`src/rtl/affine_iterator_if.sv`:
```
// affine_iterator_if: job/result handshake bundle for the affine iterator
interface affine_iterator_if #(
    parameter int DIM    = 3,
    parameter int WIDTH  = 32,
    parameter int ITER_W = 8
);
    logic                       s_valid;
    logic                       s_ready;
    logic [DIM*DIM*WIDTH-1:0]   A;
    logic [DIM*WIDTH-1:0]       x_in;
    logic [DIM*WIDTH-1:0]       U;
    logic [ITER_W-1:0]          iter;
    logic                       m_valid;
    logic                       m_ready;
    logic [DIM*WIDTH-1:0]       x_out;
    logic                       busy;

    modport slave  (input  s_valid, A, x_in, U, iter, m_ready,
                    output s_ready, m_valid, x_out, busy);
    modport master (output s_valid, A, x_in, U, iter, m_ready,
                    input  s_ready, m_valid, x_out, busy);
endinterface

```
`src/rtl/affine_iterator.sv`:
```
// affine_iterator: iterates x <= A*x + U in signed fixed point with one shared multiplier
module affine_iterator #(
    parameter int DIM    = 3,
    parameter int WIDTH  = 32,
    parameter int FRAC   = 24,
    parameter int ITER_W = 8,
    parameter int WRAP   = 0
) (
    input  logic              clk,
    input  logic              reset_n,
    affine_iterator_if.slave  bus
);
    localparam int ACC_W = 2*WIDTH + $clog2(DIM+1);
    localparam int IDX_W = $clog2(DIM);
    localparam logic signed [ACC_W-1:0] HALF = ACC_W'(1) << (FRAC-1);
    localparam logic signed [ACC_W-1:0] MAXV = (ACC_W'(1) << (WIDTH-1)) - ACC_W'(1);
    localparam logic signed [ACC_W-1:0] MINV = -MAXV - ACC_W'(1);
    localparam logic [IDX_W-1:0] LAST = IDX_W'(DIM-1);

    typedef enum logic [2:0] {IDLE, LOAD, MAC, STORE, OUT} state_t;

    state_t                   state;
    logic                     s_ready, m_valid, busy;
    logic [DIM*WIDTH-1:0]     x_out;
    logic signed [WIDTH-1:0]  a_r [DIM][DIM];
    logic signed [WIDTH-1:0]  x_cur [DIM];
    logic signed [WIDTH-1:0]  x_nxt [DIM];
    logic signed [WIDTH-1:0]  u_r [DIM];
    logic signed [WIDTH-1:0]  nvec [DIM];
    logic [DIM*WIDTH-1:0]     cur_flat, nvec_flat;
    logic [ITER_W-1:0]        iter_r, k;
    logic [IDX_W-1:0]         row, col, nrow;
    logic signed [ACC_W-1:0]  acc, rnd;
    logic signed [2*WIDTH-1:0] prod;
    logic signed [WIDTH-1:0]  res;
    logic                     accept, last_row, last_iter;

    assign bus.s_ready = s_ready;
    assign bus.m_valid = m_valid;
    assign bus.busy    = busy;
    assign bus.x_out   = x_out;

    // Offset preload: U[i] aligned to the product's binary point
    function automatic logic signed [ACC_W-1:0] pre(input logic signed [WIDTH-1:0] v);
        return ACC_W'(v) <<< FRAC;
    endfunction

    assign accept    = state == IDLE && bus.s_valid && s_ready;
    assign last_row  = row == LAST;
    assign last_iter = k == iter_r - ITER_W'(1);
    assign nrow      = last_row ? '0 : row + IDX_W'(1);
    assign prod      = a_r[row][col] * x_cur[col];
    assign rnd       = (acc + HALF) >>> FRAC;
    assign res       = WRAP != 0  ? rnd[WIDTH-1:0] :
                       rnd > MAXV ? MAXV[WIDTH-1:0] :
                       rnd < MINV ? MINV[WIDTH-1:0] : rnd[WIDTH-1:0];

    // Next-iteration vector with the row being stored patched in, plus flat views
    always_comb begin
        for (int i = 0; i < DIM; i++) begin
            nvec[i] = IDX_W'(i) == row ? res : x_nxt[i];
            cur_flat[i*WIDTH +: WIDTH]  = x_cur[i];
            nvec_flat[i*WIDTH +: WIDTH] = nvec[i];
        end
    end

    // Job operands and the double-buffered state vector (no reset needed)
    always_ff @(posedge clk) begin
        if (accept) begin
            iter_r <= bus.iter;
            for (int i = 0; i < DIM; i++) begin
                x_cur[i] <= bus.x_in[i*WIDTH +: WIDTH];
                u_r[i]   <= bus.U[i*WIDTH +: WIDTH];
                for (int j = 0; j < DIM; j++)
                    a_r[i][j] <= bus.A[(i*DIM+j)*WIDTH +: WIDTH];
            end
        end else if (state == STORE) begin
            x_nxt[row] <= res;
            if (last_row)
                for (int i = 0; i < DIM; i++)
                    x_cur[i] <= nvec[i];
        end
    end

    // Control FSM with registered handshake outputs, accumulator and counters
    always_ff @(posedge clk or negedge reset_n) begin
        if (!reset_n) begin
            state   <= IDLE;
            s_ready <= 1'b0;
            m_valid <= 1'b0;
            busy    <= 1'b0;
            x_out   <= '0;
            acc     <= '0;
            k       <= '0;
            row     <= '0;
            col     <= '0;
        end else begin
            case (state)
                IDLE: begin
                    s_ready <= !accept;
                    if (accept) begin
                        state <= LOAD;
                        busy  <= 1'b1;
                    end
                end
                LOAD: begin
                    row <= '0;
                    col <= '0;
                    k   <= '0;
                    acc <= pre(u_r[0]);
                    if (iter_r == '0) begin
                        state   <= OUT;
                        m_valid <= 1'b1;
                        x_out   <= cur_flat;
                    end else begin
                        state <= MAC;
                    end
                end
                MAC: begin
                    acc <= acc + ACC_W'(prod);
                    col <= col == LAST ? '0 : col + IDX_W'(1);
                    if (col == LAST)
                        state <= STORE;
                end
                STORE: begin
                    row <= nrow;
                    acc <= pre(u_r[nrow]);
                    if (last_row)
                        k <= k + ITER_W'(1);
                    if (last_row && last_iter) begin
                        state   <= OUT;
                        m_valid <= 1'b1;
                        x_out   <= nvec_flat;
                    end else begin
                        state <= MAC;
                    end
                end
                OUT: begin
                    if (bus.m_ready) begin
                        state   <= IDLE;
                        m_valid <= 1'b0;
                        busy    <= 1'b0;
                        s_ready <= 1'b1;
                    end
                end
                default: state <= IDLE;
            endcase
        end
    end
endmodule

```
`src/flat_wrapper.sv`:
```
// flat-port wrapper written by rule: the top's interface ports become plain ports
module affine_iterator_flat 
#(
    parameter int DIM    = 3,
    parameter int WIDTH  = 32,
    parameter int FRAC   = 24,
    parameter int ITER_W = 8,
    parameter int WRAP   = 0
)
  (clk, reset_n, bus_s_valid, bus_A, bus_x_in, bus_U, bus_iter, bus_m_ready, bus_s_ready, bus_m_valid, bus_x_out, bus_busy);
  affine_iterator_if #(.DIM(DIM), .WIDTH(WIDTH), .ITER_W(ITER_W)) bus_i ();
  input  logic clk;
  input  logic reset_n;
  input wire logic [$bits(bus_i.s_valid)-1:0] bus_s_valid;
  input wire logic [$bits(bus_i.A)-1:0] bus_A;
  input wire logic [$bits(bus_i.x_in)-1:0] bus_x_in;
  input wire logic [$bits(bus_i.U)-1:0] bus_U;
  input wire logic [$bits(bus_i.iter)-1:0] bus_iter;
  input wire logic [$bits(bus_i.m_ready)-1:0] bus_m_ready;
  output wire logic [$bits(bus_i.s_ready)-1:0] bus_s_ready;
  output wire logic [$bits(bus_i.m_valid)-1:0] bus_m_valid;
  output wire logic [$bits(bus_i.x_out)-1:0] bus_x_out;
  output wire logic [$bits(bus_i.busy)-1:0] bus_busy;
  assign bus_i.s_valid = bus_s_valid;
  assign bus_i.A = bus_A;
  assign bus_i.x_in = bus_x_in;
  assign bus_i.U = bus_U;
  assign bus_i.iter = bus_iter;
  assign bus_i.m_ready = bus_m_ready;
  assign bus_s_ready = bus_i.s_ready;
  assign bus_m_valid = bus_i.m_valid;
  assign bus_x_out = bus_i.x_out;
  assign bus_busy = bus_i.busy;
  affine_iterator #(.DIM(DIM), .WIDTH(WIDTH), .FRAC(FRAC), .ITER_W(ITER_W), .WRAP(WRAP)) u_core (.clk(clk), .reset_n(reset_n), .bus(bus_i));
endmodule
```
`config.mk`:
```
export PLATFORM = sky130hd
export DESIGN_NAME = affine_iterator_flat
export DESIGN_NICKNAME = d
export VERILOG_FILES = /design/src/rtl/affine_iterator_if.sv /design/src/rtl/affine_iterator.sv /design/src/flat_wrapper.sv
export SDC_FILE = /design/constraint.sdc
export NUM_CORES = 2
export LEC_CHECK = 0
export ABC_AREA = 1
export CAP_MARGIN = 10
export CORE_ASPECT_RATIO = 0.8
export CORE_MARGIN = 8
export CORE_UTILIZATION = 43
export CTS_CLUSTER_SIZE = 25
export DETAILED_ROUTE_END_ITERATION = 10
export PLACE_DENSITY_LB_ADDON = 0.1
export SLEW_MARGIN = 10
export SYNTH_ARGS = -nofsm -noshare
export SYNTH_HDL_FRONTEND = slang
export SYNTH_SLANG_ARGS = --single-unit
```
`constraint.sdc`:
```
create_clock -name clk -period 12.1 [get_ports clk]
set_clock_uncertainty 0.15 [all_clocks]
set_input_delay 2.42 -clock clk [delete_from_list [all_inputs] [get_ports clk]]
set_output_delay 2.42 -clock clk [all_outputs]
set_load 0.01 [all_outputs]
```
==> key figures <==
STA
  • Final hold viol count: 0
  • Final period util: 91.3%
  • Setup TNS: 0 ns
  • Tmin final: 11.05 ns
  • Setup WS post-layout: 1.05 ns
  • Hold_ws: 0.331 ns
  • Unrepaired setup endpoints after global routing: no
  • Max Freq: 90.5 MHz
  • Final setup viols: 0
  • Least-Margin Pin Slew: 1.29 ns
  • Fin. max-slew vios: 0
  • Max_slew headroom: 14.1%

Drt
  • DRC Markers: 0
  • Avg WL per Cell: 23.9 µm
  • Vias: 58672
  • Routed Antenna Nets: 0
  • Vias per cell: 5.17
  • Starting DRC count in detailed routing: 5319
  • Drt first pass iters: 6
  • Routed wire length: 272 mm

Job
  • Max-Cap Viols: 0

Clock tree
  • CTS sink cnt: 764
  • Cts bufs inserted: 83
  • H-tree depth: 3
  • CTS tree: yes
  • Post-CTS Hold Buffers: 0
  • Root Buffer: clkbuf_16
  • CTS Buffer Depth: 3
  • Clk pin slew, worst setup/hold paths: 0.07 ns
  • Skew-Pair Late Insertion Delay: 0.76 ns
  • Cts repair resizes: 0
  • Post-CTS Repair Setup Buffers: 0

Synth
  • Post-synthesis sequential area ratio: 29.1%
  • Number of synthesis warnings: 0
  • Main area contributors after synthesis: fa_1 33%, edfxtp_1 23%, nand2_1 12%, inv_1 9.4%, dfrtp_1 5.9%
  • Area share of the leading cell type in the synthesized netlist: 32.6%
  • Post-synth top cells: 2398 x nand2_1, 1903 x inv_1, 1233 x fa_1, 584 x edfxtp_1, 476 x nor2_1
  • FF+latch count, synth: 764
  • Synth unique cells: 54
  • Mapped Nets: 10460
  • Post-Synthesis Cells: 8510
  • Number of enable flip-flop cells after synthesis: 584
  • Largest area contributor in the netlist: fa_1
  • Most common cell in the synthesized netlist: nand2_1
  • Ys flop type: edfxtp_1
  • Async S/R FF share, synth: 23.6%
  • Syn Area/Cell: 8.90 µm²
  • Synthesized area: 75800 µm²

Floorplanning
  • Core Area: 175000 µm²
  • Die Span Y: 391 µm
  • Die Wd: 485 µm
  • Placement Rows: 137
  • Full die area: 190000 µm²
  • I/O pins: 591
  • Initial cell density of the core: 43.4%

Critical path
  • R2r worst-path depth: 32
  • Worst path arrival time: 11.45 ns
  • Worst R2R End: u_core.acc[62]
  • Top Family by Delay on Critical Path: adder cells
  • R2R Path Start: u_core.row[1]
  • Critical setup path kind: register to register
  • CP startpoint: u_core.row[1]
  • Critical Path End: u_core.acc[62]
  • CP peak stage delay: 0.90 ns
  • CP max FO: 40
  • Element type at the critical path end: register
  • Worst setup SP type: register
  • Most frequent CP cell: fa_1
  • CP required: 12.50 ns
  • Critical path depth: 32
  • Worst Path Buf+Inv: 7
  • Setup slack on the worst flop-to-flop path: 1.05 ns
  • Critical-path top delay cell: fa_1

Global routing
  • Vias in the first global route: 61712
  • Largest net degree at the start of global routing: 188
  • Wire length of the first global-routing pass: 408 mm
  • GRT Total Usage: 28.6%
  • Initial antenna violation count: 17
  • GRT overflow: 0

Place
  • Number of I/O port buffers: 590
  • Post-detail-place hpwl: 218 mm
  • DP Worst Slack: 1.23 ns
  • GP Congestion: 0.965

Final layout
  • Area grow syn2layout: 15.3%
  • Util after Layout: 50.0%
  • Share of cells above drive strength 1: 5.32%
  • Final net count: 10924

Run status
  • Status: completed

Min path
  • Hold/Removal Path Class: register to register
-- per-stage QoR --
stage          cell area, µm²  std cells
2_1_floorplan           75800       8510
3_3_place_gp            84500      11181
3_5_place_dp            84500      11182
4_1_cts                 87300      11336
5_1_grt                 87300      11345
6_report                87300      11349
-- worst reg2reg max path: cells and delay by family (launching register included) --
family	cells	cell delay (ns)
adders and majority gates	9	5.49
and+or+nand+nor	15	3.25
buffers and inverters	7	1.19
DFF	1	0.72
AOI/OAI and AO/OA	1	0.07
-- metal layers --
metal | share of wire (%) | track usage [%]
met3 | 8.0 | 5.47
met1 | 43 | 39.8
met5 | 0.014 | 0
met4 | 2.9 | 7.74
met2 | 46 | 46.3
-- cell usage in the layout (no fill, tap or decap), types with 7 or more instances in the layout --
master,instances
diode_2,13
a22oi_1,27
o22ai_1,25
buf_4,156
nor2_2,16
nor2_4,14
dfrtp_1,179
nand2_1,2395
nand3_1,357
ha_1,225
fa_1,1232
o21ai_1,92
nor3_1,17
nand4_1,30
a21o_1,14
nand2_4,33
nor4_1,7
bufinv_16,8
a221oi_1,29
a21oi_1,127
clkbuf_16,83
clkbuf_1,19
nand3_2,13
clkdlybuf4s50_1,589
o21ai_0,116
nor2_1,456
o21a_1,7
xnor2_1,18
inv_1,1899
or2_2,99
clkinv_1,15
a31oi_1,7
xor2_1,46
nand3b_1,8
clkinv_2,15
edfxtp_1,584
o21bai_1,12
-- registers in the layout, summed over array words and instances, names as in the netlist --
register	flops
u_core.x_cur	96
u_core.row	2
u_core.x_nxt	96
u_core.state	3
u_core.iter_r	8
u_core.a_r	288
u_core.bus.busy	1
u_core.col	2
u_core.acc	66
u_core.bus.x_out	96
u_core.u_r	96
u_core.bus.m_valid	1
u_core.bus.s_ready	1
u_core.k	8
-- final cells by class --
type | instances | area [µm²]
well taps | 2293 | 2870
clock inverters | 47 | 603
multi-input cells | 5464 | 45200
fillers | 16523 | 87300
repair buffers | 750 | 7160
diodes | 13 | 32.5
flip-flops and latches | 764 | 22000
inverters | 1911 | 7190
clock buffers | 107 | 2220
-- how the worst min path moves through the flow --
stage	slack (ns)	startpoint	depth (start not counted)	end
after floorplan	0.31	u_core.k[7]	1	u_core.k[7]
after global placement	0.31	u_core.bus.x_out[46]	2	u_core.bus.x_out[46]
after detailed placement	0.32	u_core.bus.x_out[79]	2	u_core.bus.x_out[79]
after CTS	0.33	u_core.bus.x_out[46]	2	u_core.bus.x_out[46]
after global routing	0.34	u_core.bus.x_out[40]	2	u_core.bus.x_out[40]
final	0.33	u_core.bus.x_out[76]	2	u_core.bus.x_out[76]
-- kinds of logic after synthesis --
family	Yosys count	share of synthesized area, %
AO/OA/AOI/OAI	481	3.67
XOR/XNOR	64	0.740
adder cells (fa/ha/maj)	1458	36.3
buffers and inverters	2282	11.5
flip-flops	764	29.1
AND/OR/NAND/NOR	3461	18.7
Power is not shown: default switching activity piles up to over one toggle a cycle in this logic, so the estimate is an artifact.
